<file path="config.mk">
export PLATFORM = sky130hd
export DESIGN_NAME = spi_lcd_frame_ctrl
export DESIGN_NICKNAME = d
export VERILOG_FILES = /design/src/rtl/spi_lcd_frame_ctrl.sv
export SDC_FILE = /design/constraint.sdc
export NUM_CORES = 1
export LEC_CHECK = 0
export ABC_AREA = 1
export CAP_MARGIN = 10
export CORE_UTILIZATION = 50
export DETAILED_ROUTE_END_ITERATION = 8
export MAX_ROUTING_LAYER = met4
export PLACE_DENSITY = 0.73
export SLEW_MARGIN = 20
export SYNTH_ARGS = -nofsm -noshare
export SYNTH_HDL_FRONTEND = slang
export SYNTH_SLANG_ARGS = --single-unit
</file>
<file path="constraint.sdc">
create_clock -name clk -period 2.4 [get_ports clk]
set_input_delay 0.36 -clock clk [delete_from_list [all_inputs] [get_ports clk]]
set_output_delay 0.36 -clock clk [all_outputs]
set_load 0.01 [all_outputs]
</file>
<file path="src/rtl/spi_lcd_frame_ctrl.sv">
// spi_lcd_frame_ctrl: frames SPI bytes into LCD commands, queues character writes, reports status.
// Ports:
//   clk, rst_n             clock and synchronous active-low reset
//   ssel                   SPI chip select (active low); high marks a frame boundary
//   rx_valid, rx_byte      received byte level-valid and data from the SPI slave
//   tx_byte                status byte shifted back on MISO
//   lcd_wr_valid/ready     handshake for the LCD buffer write port
//   lcd_wr_addr/data       head-of-FIFO address and character
//   busy                   clear engine armed/active or FIFO non-empty
module spi_lcd_frame_ctrl #(
   parameter int          ADDR_W   = 5,
   parameter int          FIFO_AW  = 2,
   parameter logic [7:0]  CLR_CHAR = 8'h20
) (
   input  logic              clk,
   input  logic              rst_n,
   input  logic              ssel,
   input  logic              rx_valid,
   input  logic [7:0]        rx_byte,
   output logic [7:0]        tx_byte,
   output logic              lcd_wr_valid,
   input  logic              lcd_wr_ready,
   output logic [ADDR_W-1:0] lcd_wr_addr,
   output logic [7:0]        lcd_wr_data,
   output logic              busy
);
   localparam int DEPTH = 1 << FIFO_AW;
   typedef enum logic [1:0] {IDLE, ADDR, DATA, DISCARD} state_t;
   state_t state, state_n;
   logic rx_valid_q, synced, rx_stb, cmd_stb, data_req;
   logic [ADDR_W-1:0] wr_ptr, clr_addr;
   logic clr_arm, clr_act, ovf, bad, stat_rd, sticky_clr;
   logic [ADDR_W+7:0] mem [DEPTH];
   logic [ADDR_W+7:0] push_word;
   logic [FIFO_AW-1:0] rd_idx, wr_idx;
   logic [FIFO_AW:0] count;
   logic [3:0] cnt4;
   logic empty, full, pop, push, clr_push, drop;
   // synced blocks byte strobes after a mid-frame reset until ssel has been seen high
   assign rx_stb     = rx_valid & ~rx_valid_q & ~ssel & synced;
   assign cmd_stb    = rx_stb & (state == IDLE);
   assign data_req   = rx_stb & (state == DATA);
   assign empty      = count == '0;
   assign full       = count == (FIFO_AW+1)'(DEPTH);
   assign pop        = ~empty & lcd_wr_ready;
   assign clr_push   = clr_act & ~full;
   // data bytes lose to a pending/active clear and to a full FIFO (pre-pop count)
   assign drop       = data_req & (clr_arm | clr_act | full);
   assign push       = clr_push | (data_req & ~drop);
   assign push_word  = clr_act ? {clr_addr, CLR_CHAR} : {wr_ptr, rx_byte};
   assign sticky_clr = ssel & stat_rd;
   assign cnt4       = 4'(count);
   assign lcd_wr_valid = ~empty;
   assign {lcd_wr_addr, lcd_wr_data} = empty ? '0 : mem[rd_idx];
   assign busy       = clr_arm | clr_act | ~empty;
   always_ff @(posedge clk) begin
      if (!rst_n) state <= IDLE;
      else        state <= state_n;
   end
   always_comb begin
      state_n = state;
      if (ssel)
         state_n = IDLE;
      else if (rx_stb)
         case (state)
            IDLE:    state_n = (rx_byte == 8'h01) ? ADDR : DISCARD;
            ADDR:    state_n = DATA;
            default: state_n = state;
         endcase
   end
   always_ff @(posedge clk) begin
      rx_valid_q <= rx_valid;
      if (!rst_n) begin
         synced   <= ssel;
         wr_ptr   <= '0;
         clr_addr <= '0;
         clr_arm  <= 1'b0;
         clr_act  <= 1'b0;
         ovf      <= 1'b0;
         bad      <= 1'b0;
         stat_rd  <= 1'b0;
         rd_idx   <= '0;
         wr_idx   <= '0;
         count    <= '0;
         tx_byte  <= '0;
      end else begin
         synced <= synced | ssel;
         if (push) begin
            mem[wr_idx] <= push_word;
            wr_idx      <= wr_idx + FIFO_AW'(1);
         end
         if (pop) rd_idx <= rd_idx + FIFO_AW'(1);
         count <= count + (FIFO_AW+1)'(push) - (FIFO_AW+1)'(pop);
         if (rx_stb && state == ADDR) wr_ptr <= rx_byte[ADDR_W-1:0];
         else if (data_req)          wr_ptr <= wr_ptr + ADDR_W'(1);
         if (clr_push) begin
            clr_act  <= clr_addr != '1;
            clr_addr <= clr_addr + ADDR_W'(1);
         end
         if (clr_arm && empty && !clr_act) begin
            clr_arm  <= 1'b0;
            clr_act  <= 1'b1;
            clr_addr <= '0;
         end
         // a CLEAR during an active sweep restarts it in place rather than re-arming
         if (cmd_stb && rx_byte == 8'h02) begin
            if (clr_act) begin
               clr_addr <= '0;
               clr_act  <= 1'b1;
            end else
               clr_arm <= 1'b1;
         end
         ovf     <= (ovf & ~sticky_clr) | drop;
         bad     <= (bad & ~sticky_clr) | (cmd_stb & (rx_byte == 8'h00 || rx_byte > 8'h03));
         stat_rd <= (stat_rd & ~sticky_clr) | (cmd_stb & rx_byte == 8'h03);
         tx_byte <= {clr_arm | clr_act, ovf, bad, full, cnt4};
      end
   end
endmodule
</file>
# After elaboration in Yosys (flattened, before gate mapping)
# Memory sizes are Yosys's and may differ from the RTL's. A register that Yosys moved wholly into a read port is not among the register bits.
# Cells that the tools add are included.
dict set report classes {
  add_sub_neg 6
  n_lt_le_gt_ge 1
  eq_ne 7
  mux 23
  n_bitwise 30
  n_reduce_logical 13
}
# cell n
set ops {}
lappend ops {{$mux W5} 6}
lappend ops {{$mux W13} 2}
lappend ops {{$eq A8 B2 Y1 const B} 2}
lappend ops {{$and A1 B1 Y1} 15}
lappend ops {{$mux W1} 11}
lappend ops {{$add A5 B1 Y5 const B} 2}
lappend ops {{$eq A8 B1 Y1 const B} 1}
lappend ops {{$gt A8 B2 Y1 const B} 1}
lappend ops {{$logic_not A8 Y1} 1}
lappend ops {{$or A1 B1 Y1} 8}
lappend ops {{$not A1 Y1} 7}
lappend ops {{$mux W2} 3}
lappend ops {{$ne A5 B5 Y1 const B} 1}
lappend ops {{$add A2 B1 Y2 const B} 2}
lappend ops {{$logic_and A1 B1 Y1} 4}
lappend ops {{$pmux W2 S2} 1}
lappend ops {{$reduce_bool A2 Y1} 2}
lappend ops {{$add A3 B1 Y3} 1}
lappend ops {{$eq A3 B3 Y1 const B} 1}
lappend ops {{$logic_not A3 Y1} 1}
lappend ops {{$sub A3 B1 Y3} 1}
lappend ops {{$eq A2 B1 Y1 const B} 1}
lappend ops {{$eq A2 B2 Y1 const B} 1}
lappend ops {{$logic_not A2 Y1} 1}
lappend ops {{other kinds (4)} 4}
dict set report totals {
  regBits 34
  ram_bits 52
  inputBits 13
  output_inout_bits 23
  mem_count 1
}
# name depth word_bits rd rd_ports_with_merged_regs write_ports line
set mem_list {}
lappend mem_list {mem 4 13 1 1 1 33} ;# logic [ADDR_W+7:0] mem [DEPTH];

# Depth between registers and ports, before layout
# Gate-level depths: netlist of run 1.
dict set report logic_depth {
  ltp_word 12
  mapped_depth 13
  mapped_depth_nobuf 13
}

# Least setup slack after synthesis of run 1
# OpenSTA, ideal clock, no wires.
dict set report synth_path {
  path_kind {register -> register}
  from {register clr_act}
  to {register count[2]}
  setup_time_ps 117
  t_arrival_ps 1928
  required_time_ps 2283
  path_slack_ps 355
  stages_incl_launch_ff 14
  path_buffers 1
  synth_period_minus_slack_ps 2045
  cell_sequence {dfxtp_1 -> buf_6 -> clkinv_2 -> nand2_1 -> a21oi_2 -> nand2_4 -> nand2_4 -> inv_1 -> ha_1 -> inv_1 -> ha_1 -> fa_1 -> xor2_1 -> nor2_1}
}
dict set report synth_via {
  elab_chain_cells 8
  elab_cells_between_ends 9
}
# item line
set synth_rtl {}
lappend synth_rtl {{start: declaration} 32} ;# logic clr_arm, clr_act, ovf, bad, stat_rd, sticky_clr;
lappend synth_rtl {{start signal: assignment} 78} ;# clr_act <= 1'b0;
lappend synth_rtl {{start signal: assignment} 97} ;# clr_act <= clr_addr != '1;
lappend synth_rtl {{start signal: assignment} 102} ;# clr_act <= 1'b1;
lappend synth_rtl {{$or A1 B1 Y1 (2 in a row)} 48} ;# assign drop = data_req & (clr_arm | clr_act | full);
lappend synth_rtl {{$and A1 B1 Y1} 48}
lappend synth_rtl {{$not A1 Y1} 49} ;# assign push = clr_push | (data_req & ~drop);
lappend synth_rtl {{$and A1 B1 Y1} 49}
lappend synth_rtl {{$or A1 B1 Y1 (*)} 49}
lappend synth_rtl {{$add A3 B1 Y3 (*)} 93} ;# count <= count + (FIFO_AW+1)'(push) - (FIFO_AW+1)'(pop);
lappend synth_rtl {{$sub A3 B1 Y3 (*)} 93}
lappend synth_rtl {{end signal: assignment} 93}
lappend synth_rtl {{end: declaration} 36} ;# logic [FIFO_AW:0] count;
# Every way passes the cells marked *; elsewhere a longest branch is shown, timed or not.
# A chain may end at the register's enable or synchronous reset.

==> out/metrics.cfg, run 1 <==
[power]
vdd_ir_drop_max_v = 0.000619
sw_frac_of_total_pct = 31.3
net-switching-power_uw = 1200
internal-power_uw = 2630
power.share.combinational_pct = 30.1
power.share.clock_pct = 25.7
power.leakage_uw = 0.00195
powerDensity_nw_per_um2 = 817
power_frac_seq_pct = 44.2

[timing]
rsz0062_at_grt = yes
final.period_utilization_pct = 95.8
setup_ws_final_ns = 0.101
finalHoldViolCount = 0
timing.max_slew.rel_slack_pct = 65.7
final_period_minus_worst_setup_slack_ns = 2.30
fmax_ghz = 0.435
setup_viol = 0
worst_setup_skew_after_layout_ns = 0.00685
worst_slew_pin_slew_ns = 0.509
final_max_slew_viol_count = 0

[final_layout]
flow.area_growth_from_synthesis_pct = 19.9
n_antenna_cell = 0
final_layout_size_suffix_gt1_share_pct = 14.8
final_nets = 490
layoutNonFillerInstCount = 571

[floorplanning]
die-area_um2 = 8180
die_y_um = 90.4
placement_rows = 31
total_i_o_pin_count = 36
chipWidth_um = 90.4
initial_utilization_pct = 52.8
core-area_um2 = 7410

[logic_synthesis]
synth_cells = 419
synth_cell_type_count = 36
most_used_dff_post_synth = edfxtp_1
synth.net_count = 442
yosysWarningCount = 0
yosysSeqAreaShare_pct = 57.8
number_of_enable_type_register_cells_in_the_synthesized_netlist = 52
syn_area_um2 = 3910
syn_avg_cell_area_um2 = 9.33
async_flop_share_pct = 0
synth.ff_latch_count = 87

[routing]
final_antenna_net_count = 0
firstDrtPassIters = 4
totalWireLength_mm = 8.24
vias = 2928
drt_drc_violations_left = 0
post_detailed_route_via_to_cell_ratio = 5.13
wl_per_cell_um = 14.4
detail_route.iter0.violations = 213

[placed_design]
place_hpwl_mm = 5.46
place_inst = 554
pre_cts_slack_ns = -0.131
gpl.final_weighted_congestion = 0.838
buffer_ports.inserted = 34

[clock_tree]
clk_tree_root_cell = clkbuf_8
clock_latency_ns = 0.35
clock_tree.htree_level_count = 3
cts_num_sinks = 87
cts-buffers-inserted = 9
clk_pin_slew_worst_paths_ns = 0.08
hold_buf_count_cts = 0
tritoncts_clock_tree = yes
clock_path_buffers = 2

[setup_path]
type_of_destination_of_the_critical_path = output port
arrival_ns = 1.94
criticalPathCategory = reg -> out
path_max_fanout = 13
cp_data_required_time_ns = 2.04
critPathLaunchType = flip-flop

[global_route]
grt_first_pass_wirelength_mm = 13.8
grt_max_degree = 27
grt_overflow_total = 0
grt_pass1_vias = 2887
grt_antenna_before_repair = 0
globalRouteTotalUtil_pct = 22.8

[flow_run]
max_cap_viol_count = 0

[hold_path]
hold_class = reg -> reg

[run_status]
run_status = completed

==> sequential cells by signal (all words and copies together), names as in the netlist, 2 cells and up, named ones only <==
signal	cells
mem	52
tx_byte	7
clr_addr	5
wr_ptr	5
count	3
rd_idx	2
state	2
wr_idx	2
==> cells in the mapped netlist, drive strengths merged, types with 5 or more instances <==
library cell	count	area (um2)
clkbuf	5	20.0
buf	9	62.6
nand3	19	105
xor2	5	43.8
inv	52	195
nand2	58	270
a21oi	23	119
o21ai	41	209
ha	9	113
nor2	97	413
dfxtp	35	701
edfxtp	52	1560
==> cells by family (layout without fill, tap and decap cells) <==
family          Yosys count  in the layout  synth area share, %
simple gates            182            182                 21.4
flops                    87             87                 57.8
compound gates           67             67                 8.96
buf+inv                  67            120                 7.23
fa+ha+maj                10             10                 3.39
xor+xnor                  5              5                 1.12
other cells               1              1               0.0959
==> power by group through the flow <==
stage / Sequential, uW / Combinational [uW] / Clock, uW
5_1_grt: 1700 / 1260 / 1070
2_1_floorplan: 1720 / 634 / 0
4_1_cts: 1690 / 1160 / 999
6_report: 1690 / 1150 / 984
3_3_place_gp: 1720 / 1130 / 0
3_5_place_dp: 1720 / 1150 / 0
==> critical path, stage by stage (launching register included) <==
cell,delay (ns)
dfxtp_1,0.38
clkinvlp_4,0.12
buf_12,0.16
nor2_1,0.09
o21ai_0,0.08
a21oi_1,0.18
clkdlybuf4s50_1,0.58
==> through the flow <==
stage	power, uW	setup TNS, ns	util [%]	hold WS (ns)	instance area (um2)
finish	3830	0	63.3	0.442	4690
global route	4030	-0.0356	63.3	0.468	4690
CTS	3850	0	62.9	0.446	4660
detailed placement	2870	-0.206	60.2	0.435	4460
global placement	2850	-0.0463	60.2	0.423	4460
floorplan	2350	0	-	0.388	3910
==> timing repair <==
action                     CTS  global route
pin swaps                    0             0
buffers inserted             0             1
setup endpoints to repair    1             8
resized for setup            2             5
==> layout by cell type, fill, tap and decap left out, types with 2 or more instances in the layout <==
cell and count:
nor2_4 2, and3_1 2, ha_1 9, clkinv_4 2, o21ai_0 36, buf_4 11, dfxtp_1 33, nand3_2 2
nor2_1 87, nand2_4 6, nor3_1 2, nor2_2 7, nand2_1 49, inv_2 10, xor2_1 5, buf_12 5
nand3_1 17, dlymetal6s2s_1 2, clkbuf_8 9, a21oi_1 22, inv_1 40, nand2_2 3, clkinv_2 4, dfxtp_2 2
nand4_1 2, o21ai_1 4, clkdlybuf4s50_1 32, edfxtp_1 52
==> layer usage <==
layer / vias to the layer above / global-route usage (%) / wire [um]
li1: 1452 / - / -
met1: 1367 / 26.4 / 3450
met2: 92 / 38.0 / 4170
met3: 17 / 4.04 / 457
met4: 0 / 11.8 / 154
met5: - / - / 0
==> final cells by class <==
cell class | instances | area [um2]
clock buffer | 10 | 128
clock inverter | 6 | 61.3
fill | 596 | 2720
inverter | 53 | 205
multi-input combinational | 265 | 1370
sequential | 87 | 2260
tap | 99 | 124
timing repair buffer | 51 | 539
==> final timing paths <==
check / to / startpoint / cells past startpoint / slack (ns)
worst max register to register: count[2]$_SDFF_PN0_ / state[1]$_SDFFE_PP0P_ / 13 / 0.25
worst min register to register: synced$_DFF_P_ / synced$_DFF_P_ / 2 / 0.44
worst min-delay path: synced$_DFF_P_ / synced$_DFF_P_ / 2 / 0.44
worst max-delay path: lcd_wr_addr[4] / flip-flop / 6 / 0.10
No activity file was read; power rests on OpenSTA's default activity.
==> run 2, diff against run 1 <==
CORE_UTILIZATION = 45   (was 50)
PLACE_DENSITY = 0.67   (was 0.73)
==> out/metrics.cfg, run 2 (synthesis gave the netlist of run 1 again) <==
[run_status]
run_status = completed

[floorplanning]
placement_rows = 33
core-area_um2 = 8300
die-area_um2 = 9070
total_i_o_pin_count = 36
chipWidth_um = 95.2
initial_utilization_pct = 47.1
die_y_um = 95.2

[global_route]
grt_antenna_before_repair = 0
grt_overflow_total = 0
grt_first_pass_wirelength_mm = 13.0
top_usage_layer = met2
gr-usage-met1_pct = 23.5
grt_use_met3_pct = 3.83
globalRouteTotalUtil_pct = 20.0
grt_max_degree = 27
grt_pass1_vias = 2787
global_route.usage.met2_pct = 33.5

[power]
power.share.combinational_pct = 30.2
power.share.clock_pct = 24.3
internal-power_uw = 2530
net-switching-power_uw = 1220
finalPower_uw = 3750
sw_frac_of_total_pct = 32.5
power_frac_seq_pct = 45.6
powerDensity_nw_per_um2 = 800
vdd_ir_drop_max_v = 0.000510
power.leakage_uw = 0.00197

[clock_tree]
clock_path_buffers = 2
clock_latency_ns = 0.36
clk_tree_root_cell = clkbuf_8
clock_tree.htree_level_count = 3
cts-buffers-inserted = 9
clk_pin_slew_worst_paths_ns = 0.09
tritoncts_clock_tree = yes
cts_num_sinks = 87

[setup_path]
path_max_fanout = 7
criticalPathCategory = reg -> out
cp_data_required_time_ns = 2.04
arrival_ns = 1.95
reg2regPathDepth = 11
setup.reg_to_reg.worst_slack_ns = 0.26
critPathLaunchType = flip-flop
type_of_destination_of_the_critical_path = output port

[final_layout]
fillers = 712
largest_register_ffs = 52
final_layout_size_suffix_gt1_share_pct = 15.2
n_antenna_cell = 0
postLayoutCoreUtil_pct = 56.4
final_design_area_no_fill_um2 = 4680
max_flop_register = mem
reg.largest.list = mem: 52 flops, tx_byte: 7 flops
final_nets = 491
flow.area_growth_from_synthesis_pct = 19.7
final_common_cell = nor2_1
final_cell_mix = nor2_1, edfxtp_1, nand2_1

[placed_design]
gpl.final_weighted_congestion = 0.828
place_hpwl_mm = 5.46
pre_cts_slack_ns = -0.104
place_area_um2 = 4470
buffer_ports.inserted = 34

[flow_run]
max_cap_viol_count = 0

[timing]
hold_slack_ns = 0.438
worst_setup_skew_after_layout_ns = 0.00664
setup_viol = 0
final.period_utilization_pct = 96.3
setup_ws_final_ns = 0.0889
final_max_slew_viol_count = 0
fmax_ghz = 0.433
finalHoldViolCount = 0
final_period_minus_worst_setup_slack_ns = 2.31

[hold_path]
min_path_cells = 2
hold_class = reg -> reg

[routing]
firstDrtPassIters = 4
vias = 2873
totalWireLength_mm = 8.02
wl_per_cell_um = 13.9
final_antenna_net_count = 0
drt_drc_violations_left = 0
detail_route.iter0.violations = 125
post_detailed_route_via_to_cell_ratio = 4.97

## run 2: cell count changes in the layout (fill, tap and decap cells not counted), moves of 2 or more
cell,delta
buf_4,+2
clkdlybuf4s50_1,-2
dlymetal6s2s_1,+2
inv_6,+2
## run 2: cell type report
class | instances | area [um2] | area share [%]
repair buffers | 52 | 539 | 11.5
inverters | 53 | 206 | 4.41
clock buffers | 10 | 128 | 2.73
clock inverters | 6 | 43.8 | 0.935
well taps | 105 | 131 | 2.81
flip-flops and latches | 87 | 2270 | 48.4
multi-input cells | 265 | 1370 | 29.2
## run 2: layer usage
layer / vias up / routed length (um)
li1: 1455 / -
met4: 0 / 151
met1: 1323 / 3590
met2: 77 / 3830
met5: - / 0
met3: 18 / 440
## run 2: through the flow
| step | setup TNS [ns] | std cells |
|---|---|---|
| floorplan | 0 | 419 |
| global placement | -0.0455 | 560 |
| detailed placement | -0.134 | 560 |
| CTS | 0 | 576 |
| global route | -0.0275 | 578 |
| finish | 0 | 578 |
## run 2: worst paths after layout
kind | start | endpoint
setup / recovery | flip-flop | lcd_wr_data[0]
hold / removal | bad$_SDFF_PN0_ | tx_byte[5]$_SDFF_PN0_
setup reg to reg | count[1]$_SDFF_PN0_ | count[2]$_SDFF_PN0_
hold reg to reg | bad$_SDFF_PN0_ | tx_byte[5]$_SDFF_PN0_
## run 2: repair_timing
action                     CTS  global route
hold buffers                 0             0
gates resized for setup      2             8
setup buffers                0             2
setup endpoints to repair   12            13
hold endpoints to repair     0             0
## run 2: power by group through the flow
stage	registers [uW]	clock network, uW	logic (uW)
after floorplan	1720	0	634
after global placement	1730	0	1130
after detailed placement	1730	0	1140
after CTS	1700	938	1150
final	1710	909	1130
after global routing	1710	986	1270
## run 2: worst max-delay path, cell delays in order, from the launching register on
cell             delay [ns]
dfxtp_1                0.39
clkinvlp_4             0.11
buf_4                  0.17
nor2_1                 0.11
o21ai_0                0.09
a21oi_1                0.17
clkdlybuf4s50_1        0.56
==> run 3, diff against run 2 <==
CTS_BUF_LIST = sky130_fd_sc_hd__clkbuf_16   (was not set)
==> out/metrics.cfg, run 3 (synthesis gave the netlist of run 1 again) <==
[routing]
final_antenna_net_count = 0
post_detailed_route_via_to_cell_ratio = 4.99
highest_layer = met4
routedLengthMet1_mm = 3.64
met3_layer_wire_length_in_the_routed_design_um = 374
vias = 2880
routed-wl-met2_mm = 3.78
drt_drc_violations_left = 0
firstDrtPassIters = 4
totalWireLength_mm = 7.98
wl_per_cell_um = 13.8
detail_route.iter0.violations = 178

[timing]
final_period_minus_worst_setup_slack_ns = 2.30
fmax_ghz = 0.434
hold_slack_ns = 0.435
rsz0062_at_grt = no
worst_setup_skew_after_layout_ns = 0.00427
finalHoldViolCount = 0
final_max_slew_viol_count = 0
setup_viol = 0
final.period_utilization_pct = 95.9

[setup_path]
path_max_fanout = 15
critPathLaunchType = flip-flop
critical_path.reg2reg.endpoint = count[2]$_SDFF_PN0_
timing.rr.start = state[1]$_SDFFE_PP0P_
worstPathCellList = inv_2 -> nand2_4 -> inv_2 -> a21oi_1 -> clkdlybuf4s50_1
crit_family = buffers and inverters
critical_path.slowest_cell = clkdlybuf4s50_1
arrival_ns = 1.94
crit_top_cell = inv_2
criticalPathCategory = reg -> out
cp_data_required_time_ns = 2.04
crit_path_start = count[2]$_SDFF_PN0_
worstPathBufferInverterCount = 3
type_of_destination_of_the_critical_path = output port
timing.critical_path.slowest_cell_delay_ns = 0.57
setup.reg_to_reg.worst_slack_ns = 0.27
reg2regPathDepth = 13

[final_layout]
final_nets = 490
reg.largest.list = mem: 52 flops, tx_byte: 7 flops
postLayoutCoreUtil_pct = 57.6
largest_register_ffs = 52
flow.area_growth_from_synthesis_pct = 22.2
n_antenna_cell = 0
final_layout_size_suffix_gt1_share_pct = 14.8
final_common_cell = nor2_1
layoutNonFillerInstCount = 577
max_flop_register = mem
final_cell_mix = nor2_1, edfxtp_1, nand2_1

[global_route]
globalRouteTotalUtil_pct = 20.3
grt_pass1_vias = 2793
grt_first_pass_wirelength_mm = 13.1
grt_max_degree = 27
grt_overflow_total = 0
grt_antenna_before_repair = 0

[floorplanning]
total_i_o_pin_count = 36
chipWidth_um = 95.2
die-area_um2 = 9070
initial_utilization_pct = 47.1
die_y_um = 95.2
placement_rows = 33
core-area_um2 = 8300

[clock_tree]
clock_path_buffers = 2
clock_tree.htree_level_count = 3
clk_tree_root_cell = clkbuf_16
hold_buf_count_cts = 0
clock_latency_ns = 0.34
cts-buffers-inserted = 9
clk_pin_slew_worst_paths_ns = 0.06
cts_num_sinks = 87
tritoncts_clock_tree = yes

[placed_design]
place_inst = 560
gpl.final_weighted_congestion = 0.828
buffer_ports.inserted = 34
place_hpwl_mm = 5.46

[hold_path]
hold_path_end = tx_byte[5]$_SDFF_PN0_
min_path_cells = 2
hold_class = reg -> reg
min-delay-start = bad$_SDFF_PN0_

[flow_run]
max_cap_viol_count = 0

[power]
powerDensity_nw_per_um2 = 862
vdd_ir_drop_max_v = 0.000539
power.leakage_uw = 0.00199

[run_status]
run_status = completed

## run 3: where the power goes
group          total, uW  switching (uW)  internal (uW)  leakage (uW)
clock               1270             572            702      0.000137
combinational       1140             619            520       0.00109
sequential          1710            69.9           1640      0.000758
total               4120            1260           2860       0.00199
## run 3: how the worst max path moves through the flow
stage                               end  depth (start not counted)  slack [ns]
finish                   lcd_wr_addr[1]                          5         0.1
global route             lcd_wr_addr[1]                          5       0.003
CTS                      lcd_wr_addr[1]                          4        0.04
detailed placement  count[2]$_SDFF_PN0_                         14       -0.10
global placement    count[2]$_SDFF_PN0_                         14       -0.05
floorplan           count[2]$_SDFF_PN0_                         13        0.36
## run 3: area by class of cell
| cell class | count | area (um2) |
|---|---|---|
| inverter | 53 | 205 |
| sequential | 87 | 2270 |
| multi-input combinational | 265 | 1370 |
| tap | 105 | 131 |
| fill | 697 | 3520 |
| timing repair buffer | 51 | 539 |
| clock buffer | 9 | 225 |
| clock inverter | 7 | 47.5 |
## run 3: per-stage QoR
stage	total power (uW)	TNS [ns]	setup WS [ns]	instance area, um2
after global placement	2860	-0.0455	-0.0455	4470
after CTS	4150	0	0.0358	4740
after floorplan	2350	0	0.355	3910
after detailed placement	2880	-0.134	-0.104	4470
after global routing	4340	0	0.00289	4780
final	4120	0	0.0981	4780
## run 3: worst reg2reg max path: stages, from the launching register on
cell and delay (ns):
dfxtp_1 0.40, inv_2 0.06, nor2_2 0.13, inv_2 0.08, nor2_8 0.12, nand2_4 0.06
nand2_4 0.05, inv_1 0.04, ha_1 0.26, inv_1 0.04, ha_1 0.18, fa_1 0.37
xor2_1 0.17, nor2_1 0.10
## run 3: repair_timing
item	CTS	global route
gates resized for setup	1	6
setup endpoints to repair	11	7
buffers inserted	0	1
hold endpoints to repair	0	0
pin swaps	0	0
## run 3: routing by layer
layer	up-vias	global-route usage, %
met3	17	3.11
met1	1336	23.8
met4	0	10.9
li1	1454	-
met5	-	-
met2	73	33.6
